$ cat src/rtl/fetch_unit.sv
// fetch_unit: PC register, req/ack instruction fetch into IR, and next-PC select
module fetch_unit #(
    parameter logic [15:0] RESET_PC = 16'h0000
) (
    input  logic        clk,
    input  logic        rst,
    output logic        imem_req,
    output logic [15:0] imem_addr,
    input  logic        imem_ack,
    input  logic [15:0] imem_data,
    output logic [15:0] ir,
    output logic        ir_valid,
    output logic [15:0] pc,
    output logic [15:0] pc_plus2,
    input  logic        pc_write,
    input  logic [1:0]  pc_src,
    input  logic [15:0] branch_target,
    input  logic [15:0] jump_target,
    input  logic [15:0] ret_addr,
    output logic        fault
);
    typedef enum logic [1:0] {IDLE, REQ, EXEC, FAULT} state_e;

    state_e      state_q;
    logic [15:0] pc_q, ir_q, next_pc_d;
    logic        ir_valid_q, fault_q;

    always_comb begin
        pc_plus2  = pc_q + 16'd2;
        next_pc_d = pc_src == 2'b00 ? pc_plus2 :
                    pc_src == 2'b01 ? branch_target :
                    pc_src == 2'b10 ? jump_target : ret_addr;
    end

    always_ff @(posedge clk) begin
        if (rst) begin
            state_q    <= IDLE;
            pc_q       <= RESET_PC;
            ir_q       <= 16'h0000;
            ir_valid_q <= 1'b0;
            fault_q    <= 1'b0;
        end else begin
            ir_valid_q <= 1'b0;
            case (state_q)
                IDLE: state_q <= REQ;
                REQ: if (imem_ack) begin
                    ir_q       <= imem_data;
                    ir_valid_q <= 1'b1;
                    state_q    <= EXEC;
                end
                EXEC: if (pc_write) begin
                    // an odd target is never fetched: the PC keeps its old value
                    if (next_pc_d[0]) begin
                        fault_q <= 1'b1;
                        state_q <= FAULT;
                    end else begin
                        pc_q    <= next_pc_d;
                        state_q <= REQ;
                    end
                end
                FAULT: state_q <= FAULT;
            endcase
        end
    end

    assign imem_req  = state_q == REQ;
    assign imem_addr = pc_q;
    assign pc        = pc_q;
    assign ir        = ir_q;
    assign ir_valid  = ir_valid_q;
    assign fault     = fault_q;
endmodule

$ cat config.mk
export PLATFORM = sky130hd
export DESIGN_NAME = fetch_unit
export DESIGN_NICKNAME = d
export VERILOG_FILES = /design/src/rtl/fetch_unit.sv
export SDC_FILE = /design/constraint.sdc
export NUM_CORES = 1
export LEC_CHECK = 0
export ABC_AREA = 1
export BUFFER_PORTS_ARGS = -buffer_cell sky130_fd_sc_hd__buf_4
export CORE_UTILIZATION = 25
export DETAILED_ROUTE_END_ITERATION = 8
export GPL_TIMING_DRIVEN = 0
export SKIP_CTS_REPAIR_TIMING = 1
export SLEW_MARGIN = 20
export SYNTH_ARGS = -nofsm -noshare
export SYNTH_HDL_FRONTEND = slang
export SYNTH_SLANG_ARGS = --single-unit
$ cat constraint.sdc
create_clock -name clk -period 3.3 [get_ports clk]
set_input_delay 0.99 -clock clk [delete_from_list [all_inputs] [get_ports clk]]
set_output_delay 0.99 -clock clk [all_outputs]
set_load 0.05 [all_outputs]
# --- Word-level counts from Yosys, hierarchy flattened ---
# Index checks and enable logic that the tools add are counted.
classes:
  n_addsub: 1
  multipliers: 0
  div: 0
  n_lt_le_gt_ge: 0
  eq_ne: 7
  n_shift: 0
  n_mux: 8
  bitwise_logic: 2
  reduce_logical: 7
op_table:
  columns: ["operator", "n"]
  rows:
  - ["two-way mux 16 bit", 3]
  - ["adder 16 x 2 -> 16 bit, second input constant", 1]
  - ["case mux 2 bit (4 select lines)", 1]
  - ["equality test 2 bit, second input constant", 3]
  - ["two-way mux 2 bit", 3]
  - ["AND reduction 3 bit", 2]
  - ["equality test 2 x 1 -> 1 bit, second input constant", 2]
  - ["logical NOT 2 bit", 2]
  - ["AND reduction 2 bit", 2]
  - ["!= test 2 x 1 -> 1 bit, second input constant", 1]
  - ["!= test 2 bit, second input constant", 1]
  - ["inverter 1 bit", 2]
  - ["OR reduction 2 bit", 1]
  - ["two-way mux 1 bit", 1]
totals:
  regBits: 35
  latch_bits: 0
  ramBits: 0
  romBits: 0
  in_bits: 70
  output_inout_bits: 67
  memories: 0

# --- Longest topological paths before layout ---
# Gate-level depths: netlist of the first run.
depth:
  depth_word: 7
  mapped_depth: 10

# --- Worst setup path after synthesis of the first run ---
# Ideal clock, no wire load.
synth_path:
  path_type: "register -> output"
  startpoint: "register pc_q[1] (netlist: imem_addr[1])"
  endpoint: "output port pc_plus2[7]"
  arrival_ns: 2.110
  setup_slack_ns: 0.200
  path_stages_with_launch: 5
  path_buffers: 0
  cell_sequence: "dfxtp_1 -> ha_1 -> nand2_1 -> nor2_1 -> xor2_1"
synth_via:
  elab_chain_len: 1
synth_lines:
  columns: ["item", "line_no", "text"]
  rows:
  - ["start, declared", "25", "logic [15:0] pc_q, ir_q, next_pc_d;"]
  - ["start signal, assigned", "57", "pc_q <= next_pc_d;"]
  - ["adder 16 x 2 -> 16 bit", "29", "pc_plus2 = pc_q + 16'd2;"]
  - ["end, declared", "14", "output logic [15:0] pc_plus2,"]
# Every way passes these cells.

# --- Worst setup path in the final report of the first run ---
layout_path:
  startpoint: "register pc_q[1] (netlist: imem_addr[1])"
  endpoint: "output port pc_plus2[13]"
# Same word-level chain as after synthesis.

==> flow_metrics.env, run 1 <==
export IMPL_start_util=0.263
export IMPL_synth_common_cells="nand2_1, nor2_1, nand3_1"
export IMPL_postSynthAreaPerCell_um2=5.96
export IMPL_clk_latency_ns=0.29
export IMPL_gp_congestion=0.836
export IMPL_cpPeakStageDelay_ns=0.46
export IMPL_dr_pass1_iters=7
export IMPL_synth_edff_count=0
export IMPL_min_period_ns=2.93
export IMPL_power_density_nw_per_um2=345
export IMPL_drc=0
export IMPL_p_leak_uw=0.00199
export IMPL_end_kind="output pin"
export IMPL_grt_use_total=0.161
export IMPL_finalSetupTns_ns=0
export IMPL_status="complete, no violations"
export IMPL_cts_buffer_depth=2
export IMPL_hold_end="fault"
export IMPL_multiInputGateArea_um2=1280
export IMPL_min_from="fault"
export IMPL_ys_seq_area_frac=0.301
export IMPL_io_pins=137
export IMPL_r2r_start="imem_addr[1]"
export IMPL_p_total_uw=1230
export IMPL_die_w_um=98.5
export IMPL_setup_ws_ns=0.375
export IMPL_crit_type="reg2out"
export IMPL_grt_pass1_vias=2659
export IMPL_antenna_found_initial=0
export IMPL_synth_seq_cells=35
export IMPL_grt_util_met3=0.0532
export IMPL_p_clk_frac=0.312
export IMPL_seq_area_um2=701
export IMPL_die_y_um=98.5
export IMPL_fin_crit_sh=0.886
export IMPL_min_path_type="reg2reg"
export IMPL_crit_chain="ha_1 > nand2_1 > nor2_1 > nand4_1 > and2_1 > buf_4"
export IMPL_pre_cts_slack_ns=0.715
export IMPL_tightest_slew_ns=0.604
export IMPL_r2r_end="imem_addr[5]"
export IMPL_fill_cells=964
export IMPL_power_switching_uw=423
export IMPL_setup_viol_count_final=0
export IMPL_yosysTopAreaCell="dfxtp_1"
export IMPL_io_buffers=133
export IMPL_wire_per_inst_um=12.0
export IMPL_vdd_drop_max_uv=195
export IMPL_syn_cell_area_um2=2330
export IMPL_synthArstFlopShare=0
export IMPL_startpoint_type="flip-flop"
export IMPL_critical_path_top_delay_family="simple AND/OR/NAND/NOR gates"
export IMPL_ctsRootBufferMaster="clkbuf_8"
export IMPL_top_usage_layer="met2"
export IMPL_synth_top_flop_cell="dfxtp_1"
export IMPL_grt_pass1_wl_um=12400
export IMPL_power_frac_comb=0.314
export IMPL_cts_buffers_inserted=5
export IMPL_drt_iter0_markers=85
export IMPL_r2r_cells=8
export IMPL_worst_path_buf_inv=1
export IMPL_fin_worst_skew_ns=0.00600
export IMPL_maxSlewViolCount=0
export IMPL_cts_sinks=35
export IMPL_slew_headroom=0.596
export IMPL_synthTopCellsByArea="dfxtp_1, nand2_1, nor2_1"
export IMPL_grt_max_degree=12
export IMPL_use_met2=0.296
export IMPL_rows=34
export IMPL_rrSetupSlack_ns=1.66
export IMPL_met1_usage=0.184
export IMPL_fmax_mhz=342
export IMPL_rsz0062_at_grt="no"
export IMPL_area_growth_pct=53.6
export IMPL_critPathArrivalTime_ns=1.94
export IMPL_synth_most_common_cell="nand2_1"
export IMPL_finalWirelength_um=7700
export IMPL_drv_cap=0
export IMPL_ys_warn_count=0
export IMPL_routed_via_density=4.36
export IMPL_syn_inst=390
export IMPL_final_antenna_net_count=0
export IMPL_cpMaxStageDelayCell="dfxtp_1"
export IMPL_holdPathStages=2
export IMPL_p_int_uw=810
export IMPL_dp_hpwl_um=6160
export IMPL_ctsHtreeMaxLevel=2
export IMPL_p_seq_frac=0.374
export IMPL_required_ns=2.31
export IMPL_tritoncts="built"
export IMPL_die_area_um2=9690
export IMPL_drive_above_1_share=0.335
export IMPL_critPathMaxFanout=6
export IMPL_antenna_cells=0
export IMPL_p_sw_frac=0.343
export IMPL_hold_viol=0
export IMPL_yosys_area_top_type_share=0.301
export IMPL_overflow=0
export IMPL_path_clk_slew_ns=0.07
export IMPL_core_um2=8850
export IMPL_synth_distinct_cells=23
export IMPL_vias=2793
export IMPL_fin_nets=603
per-layer routing:
metal / up-vias / wire [um]
met2: 94 / 3810
met3: 4 / 590
li1: 1471 / -
met1: 1224 / 3260
met4: 0 / 37
met5: - / 0
placed cells by master, fill, tap and decap left out, drive strengths merged:
cell and instances:
dfxtp 35, conb 3, nor2 70, and2 3, buf 162, bufinv 1, xor2 4, clkbuf 6
ha 1, clkinvlp 1, nand3 40, nand4 4, o21ai 15, nand2 137, a21oi 15, xnor2 1
inv 34
power by group through the flow:
stage | combinational [uW] | clock (uW) | sequential [uW]
2_1_floorplan | 181 | 0 | 529
3_3_place_gp | 387 | 0 | 470
3_5_place_dp | 390 | 0 | 471
4_1_cts | 391 | 397 | 462
5_1_grt | 417 | 412 | 466
6_report | 387 | 384 | 462
worst min-delay path, cell delays in order, from the launching register on:
cell,delay [ns]
dfxtp_1,0.31
inv_1,0.05
a21oi_1,0.05
cells by family after synthesis:
group / after synthesis / share of synthesized area
AOI/OAI and AO/OA: 30 / 0.0662
buffers and inverters: 64 / 0.151
other: 1 / 0.00161
and+or+nand+nor: 254 / 0.456
DFF: 35 / 0.301
adders and majority gates: 1 / 0.00538
xor gates and xnor gates: 5 / 0.0188
worst max-delay path by stage:
stage | slack [ns] | end | cells past startpoint | startpoint
after floorplan | 0.20 | pc_plus2[7] | 4 | imem_addr[1]
after CTS | 0.37 | pc_plus2[15] | 6 | imem_addr[1]
after global placement | 0.71 | pc_plus2[15] | 6 | imem_addr[1]
final | 0.37 | pc_plus2[13] | 6 | imem_addr[1]
after global routing | 0.16 | pc_plus2[13] | 6 | imem_addr[1]
after detailed placement | 0.71 | pc_plus2[15] | 6 | imem_addr[1]
area by class of cell:
class / instances / area share
buffer: 30 / 0.0623
clock buffer: 5 / 0.0193
clock inverter: 2 / 0.0105
inverter: 34 / 0.0357
multi-input combinational: 293 / 0.359
sequential: 35 / 0.196
tap: 108 / 0.0378
timing repair buffer: 133 / 0.279
flip-flops by register name (all words and copies together) (netlist names):
name	count
fault	1
imem_addr	15
ir	16
ir_valid	1
state_q	2
metrics by stage:
stage / hold slack (ns) / cell area, um2 / utilization / std cells
final: 0.451 / 3570 / 0.404 / 640
after detailed placement: 0.442 / 3470 / 0.392 / 633
after CTS: 0.453 / 3570 / 0.404 / 640
after floorplan: 0.533 / 2330 / - / 392
after global routing: 0.498 / 3570 / 0.404 / 640
after global placement: 0.440 / 3470 / 0.392 / 633
Note: power is estimated with default switching activity, not from simulation.
==> run 2: changes to the inputs <==
- CELL_PAD_IN_SITES_DETAIL_PLACEMENT: unset -> 1
- CELL_PAD_IN_SITES_GLOBAL_PLACEMENT: unset -> 2
- CORE_UTILIZATION: 25 -> 22
- PLACE_DENSITY_LB_ADDON: unset -> 0.1
- SLEW_MARGIN: 20 -> unset
==> run 2 against run 1 <==
Net effect: sequential power is essentially flat; core utilization shrank 5.3 points; largest cell class unchanged; cell count grew 4.5%; non-clock buffer count is the same; flip-flop and latch count is the same; clock skew shrank 0.00060 ns; sequential share of layout area shrank 0.15 points; combinational power is essentially flat; critical path depth grew 1; routed wire length grew 14%.
==> flow_metrics.env, run 2 (same netlist as run 1, synthesis figures left out) <==
export IMPL_fmax_mhz=339
export IMPL_vias=2865
export IMPL_wire_per_inst_um=13.1
export IMPL_cts_buffers_inserted=5
export IMPL_min_path_type="reg2reg"
export IMPL_grt_max_degree=13
export IMPL_overflow=0
export IMPL_critPathMaxFanout=6
export IMPL_fin_crit_sh=0.894
export IMPL_hold_viol=0
export IMPL_critPathArrivalTime_ns=1.96
export IMPL_rows=37
export IMPL_antenna_found_initial=0
export IMPL_vdd_drop_max_uv=169
export IMPL_min_period_ns=2.95
export IMPL_die_w_um=105
export IMPL_critPathLaunch="imem_addr[1]"
export IMPL_io_pins=137
export IMPL_cts_sinks=35
export IMPL_clk_latency_ns=0.30
export IMPL_grt_use_total=0.168
export IMPL_dr_pass1_iters=4
export IMPL_tightest_slew_ns=0.567
export IMPL_p_leak_uw=0.00199
export IMPL_die_y_um=105
export IMPL_io_buffers=133
export IMPL_dp_hpwl_um=7220
export IMPL_drc=0
export IMPL_ctsHtreeMaxLevel=2
export IMPL_setup_ws_ns=0.350
export IMPL_tritoncts="built"
export IMPL_multiInputGateArea_um2=1280
export IMPL_cts_buffer_depth=2
export IMPL_layout_common_cells="buf_4, nand2_1, nor2_1"
export IMPL_drt_iter0_markers=42
export IMPL_core_um2=10300
export IMPL_drv_cap=0
export IMPL_drive_above_1_share=0.336
export IMPL_grt_pass1_wl_um=14500
export IMPL_ctsRootBufferMaster="clkbuf_8"
export IMPL_fin_worst_skew_ns=0.00540
export IMPL_fin_nets=603
export IMPL_rsz0062_at_grt="no"
export IMPL_final_common_cell="buf_4"
export IMPL_finalSetupTns_ns=0
export IMPL_grt_pass1_vias=2969
export IMPL_path_clk_slew_ns=0.08
export IMPL_gp_congestion=0.742
export IMPL_min_from="fault"
export IMPL_final_antenna_net_count=0
export IMPL_antenna_cells=0
export IMPL_end_kind="output pin"
export IMPL_r2r_start="imem_addr[3]"
export IMPL_die_area_um2=11000
export IMPL_finalWirelength_um=8790
export IMPL_startpoint_type="flip-flop"
export IMPL_required_ns=2.31
export IMPL_start_util=0.226
export IMPL_area_growth_pct=54.8
export IMPL_seq_area_um2=701
export IMPL_slew_headroom=0.621
export IMPL_status="complete, no violations"
export IMPL_power_density_nw_per_um2=334
export IMPL_p_total_uw=1200
export IMPL_setup_viol_count_final=0
export IMPL_routed_via_density=4.28
export IMPL_fill_cells=1404
export IMPL_largest_reg_flops=16
export IMPL_pre_cts_slack_ns=0.633
export IMPL_maxSlewViolCount=0
export IMPL_crit_type="reg2out"
[run 2: worst max-delay path, stage by stage, from the launching register on]
cell	delay, ns
dfxtp_1	0.44
ha_1	0.23
nand2_1	0.09
nor2_1	0.33
nand3_1	0.14
nand2_1	0.11
and2_1	0.12
buf_4	0.19
[run 2: path summary, 6_finish.rpt]
kind,endpoint,slack (ns),cells after the start
max reg2reg,imem_addr[6],1.64,5
max,pc_plus2[15],0.35,7
min reg2reg,fault,0.46,2
min,fault,0.46,2
[run 2: where the power goes]
group          switching [uW]  internal, uW
Clock                     181           171
Sequential               19.5           442
Combinational             241           147
Total                     442           760
[run 2: layout make-up]
type,instances,area share
Timing Repair Buffer,133,0.277
Multi-Input combinational cell,293,0.356
Clock inverter,2,0.00452
Sequential cell,35,0.195
Tap cell,136,0.0473
Buffer,30,0.0618
Inverter,34,0.0354
Clock buffer,6,0.0229
[run 2: layer usage]
layer,global-route usage,share of wire
met1,0.191,0.42
met2,0.317,0.52
met3,0.0387,0.047
met4,0.0302,0.0071
met5,0,0
[run 2: through the flow]
| stage | hold WS [ns] | util | instances | area, um2 |
|---|---|---|---|---|
| after floorplan | 0.533 | - | 392 | 2330 |
| after global placement | 0.436 | 0.341 | 661 | 3500 |
| after detailed placement | 0.447 | 0.341 | 661 | 3500 |
| after CTS | 0.460 | 0.350 | 669 | 3600 |
| after global routing | 0.478 | 0.350 | 669 | 3600 |
| final | 0.459 | 0.350 | 669 | 3600 |
==> run 3: changes to the inputs <==
- CORE_MARGIN: unset -> 8
==> run 3 against run 2 <==
Net effect: sequential power is essentially flat; setup slack lost 0.058 ns; cell count is the same; via count shrank 0.24%; non-clock buffer count is the same; critical path depth shrank 2; sequential share of layout area shrank 0.094 points; combinational power is essentially flat; critical path type unchanged; worst hold slack gained 0.013 ns; die area grew 28%; critical endpoint is now pc_plus2[7].
==> flow_metrics.env, run 3 (same netlist as run 1, synthesis figures left out) <==
export IMPL_final_antenna_net_count=0
export IMPL_min_path_type="reg2reg"
export IMPL_overflow=0
export IMPL_vias=2858
export IMPL_core_um2=10300
export IMPL_io_buffers=133
export IMPL_fill_cells=1369
export IMPL_min_period_ns=3.01
export IMPL_end_kind="output pin"
export IMPL_fin_area_um2=3620
export IMPL_setup_viol_count_final=0
export IMPL_tritoncts="built"
export IMPL_p_leak_uw=0.00200
export IMPL_tightest_slew_ns=0.587
export IMPL_routed_via_density=4.27
export IMPL_rsz0062_at_grt="no"
export IMPL_finalWirelength_um=9680
export IMPL_wire_per_inst_um=14.5
export IMPL_cts_buffer_depth=2
export IMPL_hold_viol=0
export IMPL_io_pins=137
export IMPL_drt_iter0_markers=69
export IMPL_status="complete, no violations"
export IMPL_power_density_nw_per_um2=350
export IMPL_drive_above_1_share=0.336
export IMPL_vdd_drop_max_uv=183
export IMPL_ctsHtreeMaxLevel=2
export IMPL_dr_pass1_iters=4
export IMPL_die_w_um=119
export IMPL_p_total_uw=1270
export IMPL_required_ns=2.31
export IMPL_drc=0
export IMPL_crit_type="reg2out"
export IMPL_start_util=0.226
export IMPL_die_y_um=119
export IMPL_grt_pass1_wl_um=15800
export IMPL_antenna_cells=0
export IMPL_critPathArrivalTime_ns=2.02
export IMPL_fmax_mhz=332
export IMPL_rows=37
export IMPL_maxSlewViolCount=0
export IMPL_fin_crit_sh=0.911
export IMPL_finalSetupTns_ns=0
export IMPL_path_clk_slew_ns=0.09
export IMPL_grt_pass1_vias=3146
export IMPL_fin_worst_skew_ns=0.00280
export IMPL_slew_headroom=0.607
export IMPL_largest_reg_flops=16
export IMPL_clk_latency_ns=0.29
export IMPL_placed_cell_area_um2=3500
export IMPL_area_growth_pct=55.6
export IMPL_die_area_um2=14100
export IMPL_cts_buffers_inserted=5
export IMPL_layout_common_cells="buf_4, nand2_1, nor2_1"
export IMPL_fin_nets=603
export IMPL_cts_sinks=35
export IMPL_startpoint_type="flip-flop"
export IMPL_critPathMaxFanout=6
export IMPL_setup_ws_ns=0.292
export IMPL_drv_cap=0
export IMPL_ctsRootBufferMaster="clkbuf_8"
export IMPL_pre_cts_slack_ns=0.641
export IMPL_gp_congestion=0.712
export IMPL_seq_area_um2=701
export IMPL_grt_max_degree=14
export IMPL_grt_use_total=0.137
export IMPL_multiInputGateArea_um2=1280
export IMPL_antenna_found_initial=0
export IMPL_final_common_cell="buf_4"
export IMPL_dp_hpwl_um=8120
-- run 3: path summary, 6_finish.rpt --
| kind | start | end | slack (ns) | depth (start not counted) |
|---|---|---|---|---|
| max reg2reg | imem_addr[1] | imem_addr[7] | 1.55 | 6 |
| min | ir[8] | ir[8] | 0.47 | 2 |
| max | imem_addr[1] | pc_plus2[7] | 0.29 | 5 |
| min reg2reg | ir[8] | ir[8] | 0.47 | 2 |
-- run 3: area by class of cell --
class | instances | share of cell area
plain buffers | 30 | 0.0615
clock buffers | 5 | 0.0190
clock inverters | 3 | 0.0131
inverters | 34 | 0.0353
multi-input cells | 293 | 0.354
flip-flops and latches | 35 | 0.194
well taps | 136 | 0.0470
repair buffers | 133 | 0.276
-- run 3: per-layer routing --
| metal | global-route usage | up-vias | wire length, um |
|---|---|---|---|
| met5 | 0 | - | 0 |
| met4 | 0.0213 | 0 | 35 |
| met3 | 0.0340 | 2 | 457 |
| met2 | 0.256 | 59 | 5180 |
| met1 | 0.155 | 1326 | 4000 |
| li1 | - | 1471 | - |
-- run 3: per-stage QoR --
step | instances | hold WS [ns] | util
finish | 669 | 0.472 | 0.352
detailed placement | 661 | 0.455 | 0.341
global route | 669 | 0.505 | 0.352
global placement | 661 | 0.436 | 0.341
floorplan | 392 | 0.533 | -
CTS | 669 | 0.477 | 0.352
-- run 3: report_power, final --
part           total, uW  internal [uW]  switching, uW
Clock                414            229            185
Sequential           462            442           20.0
Combinational        389            147            242
-- run 3: worst max-delay path, stage by stage (launching register included) --
cell	delay, ns
dfxtp_1	0.45
ha_1	0.24
nand2_1	0.09
nor2_1	0.38
xor2_1	0.31
buf_4	0.26
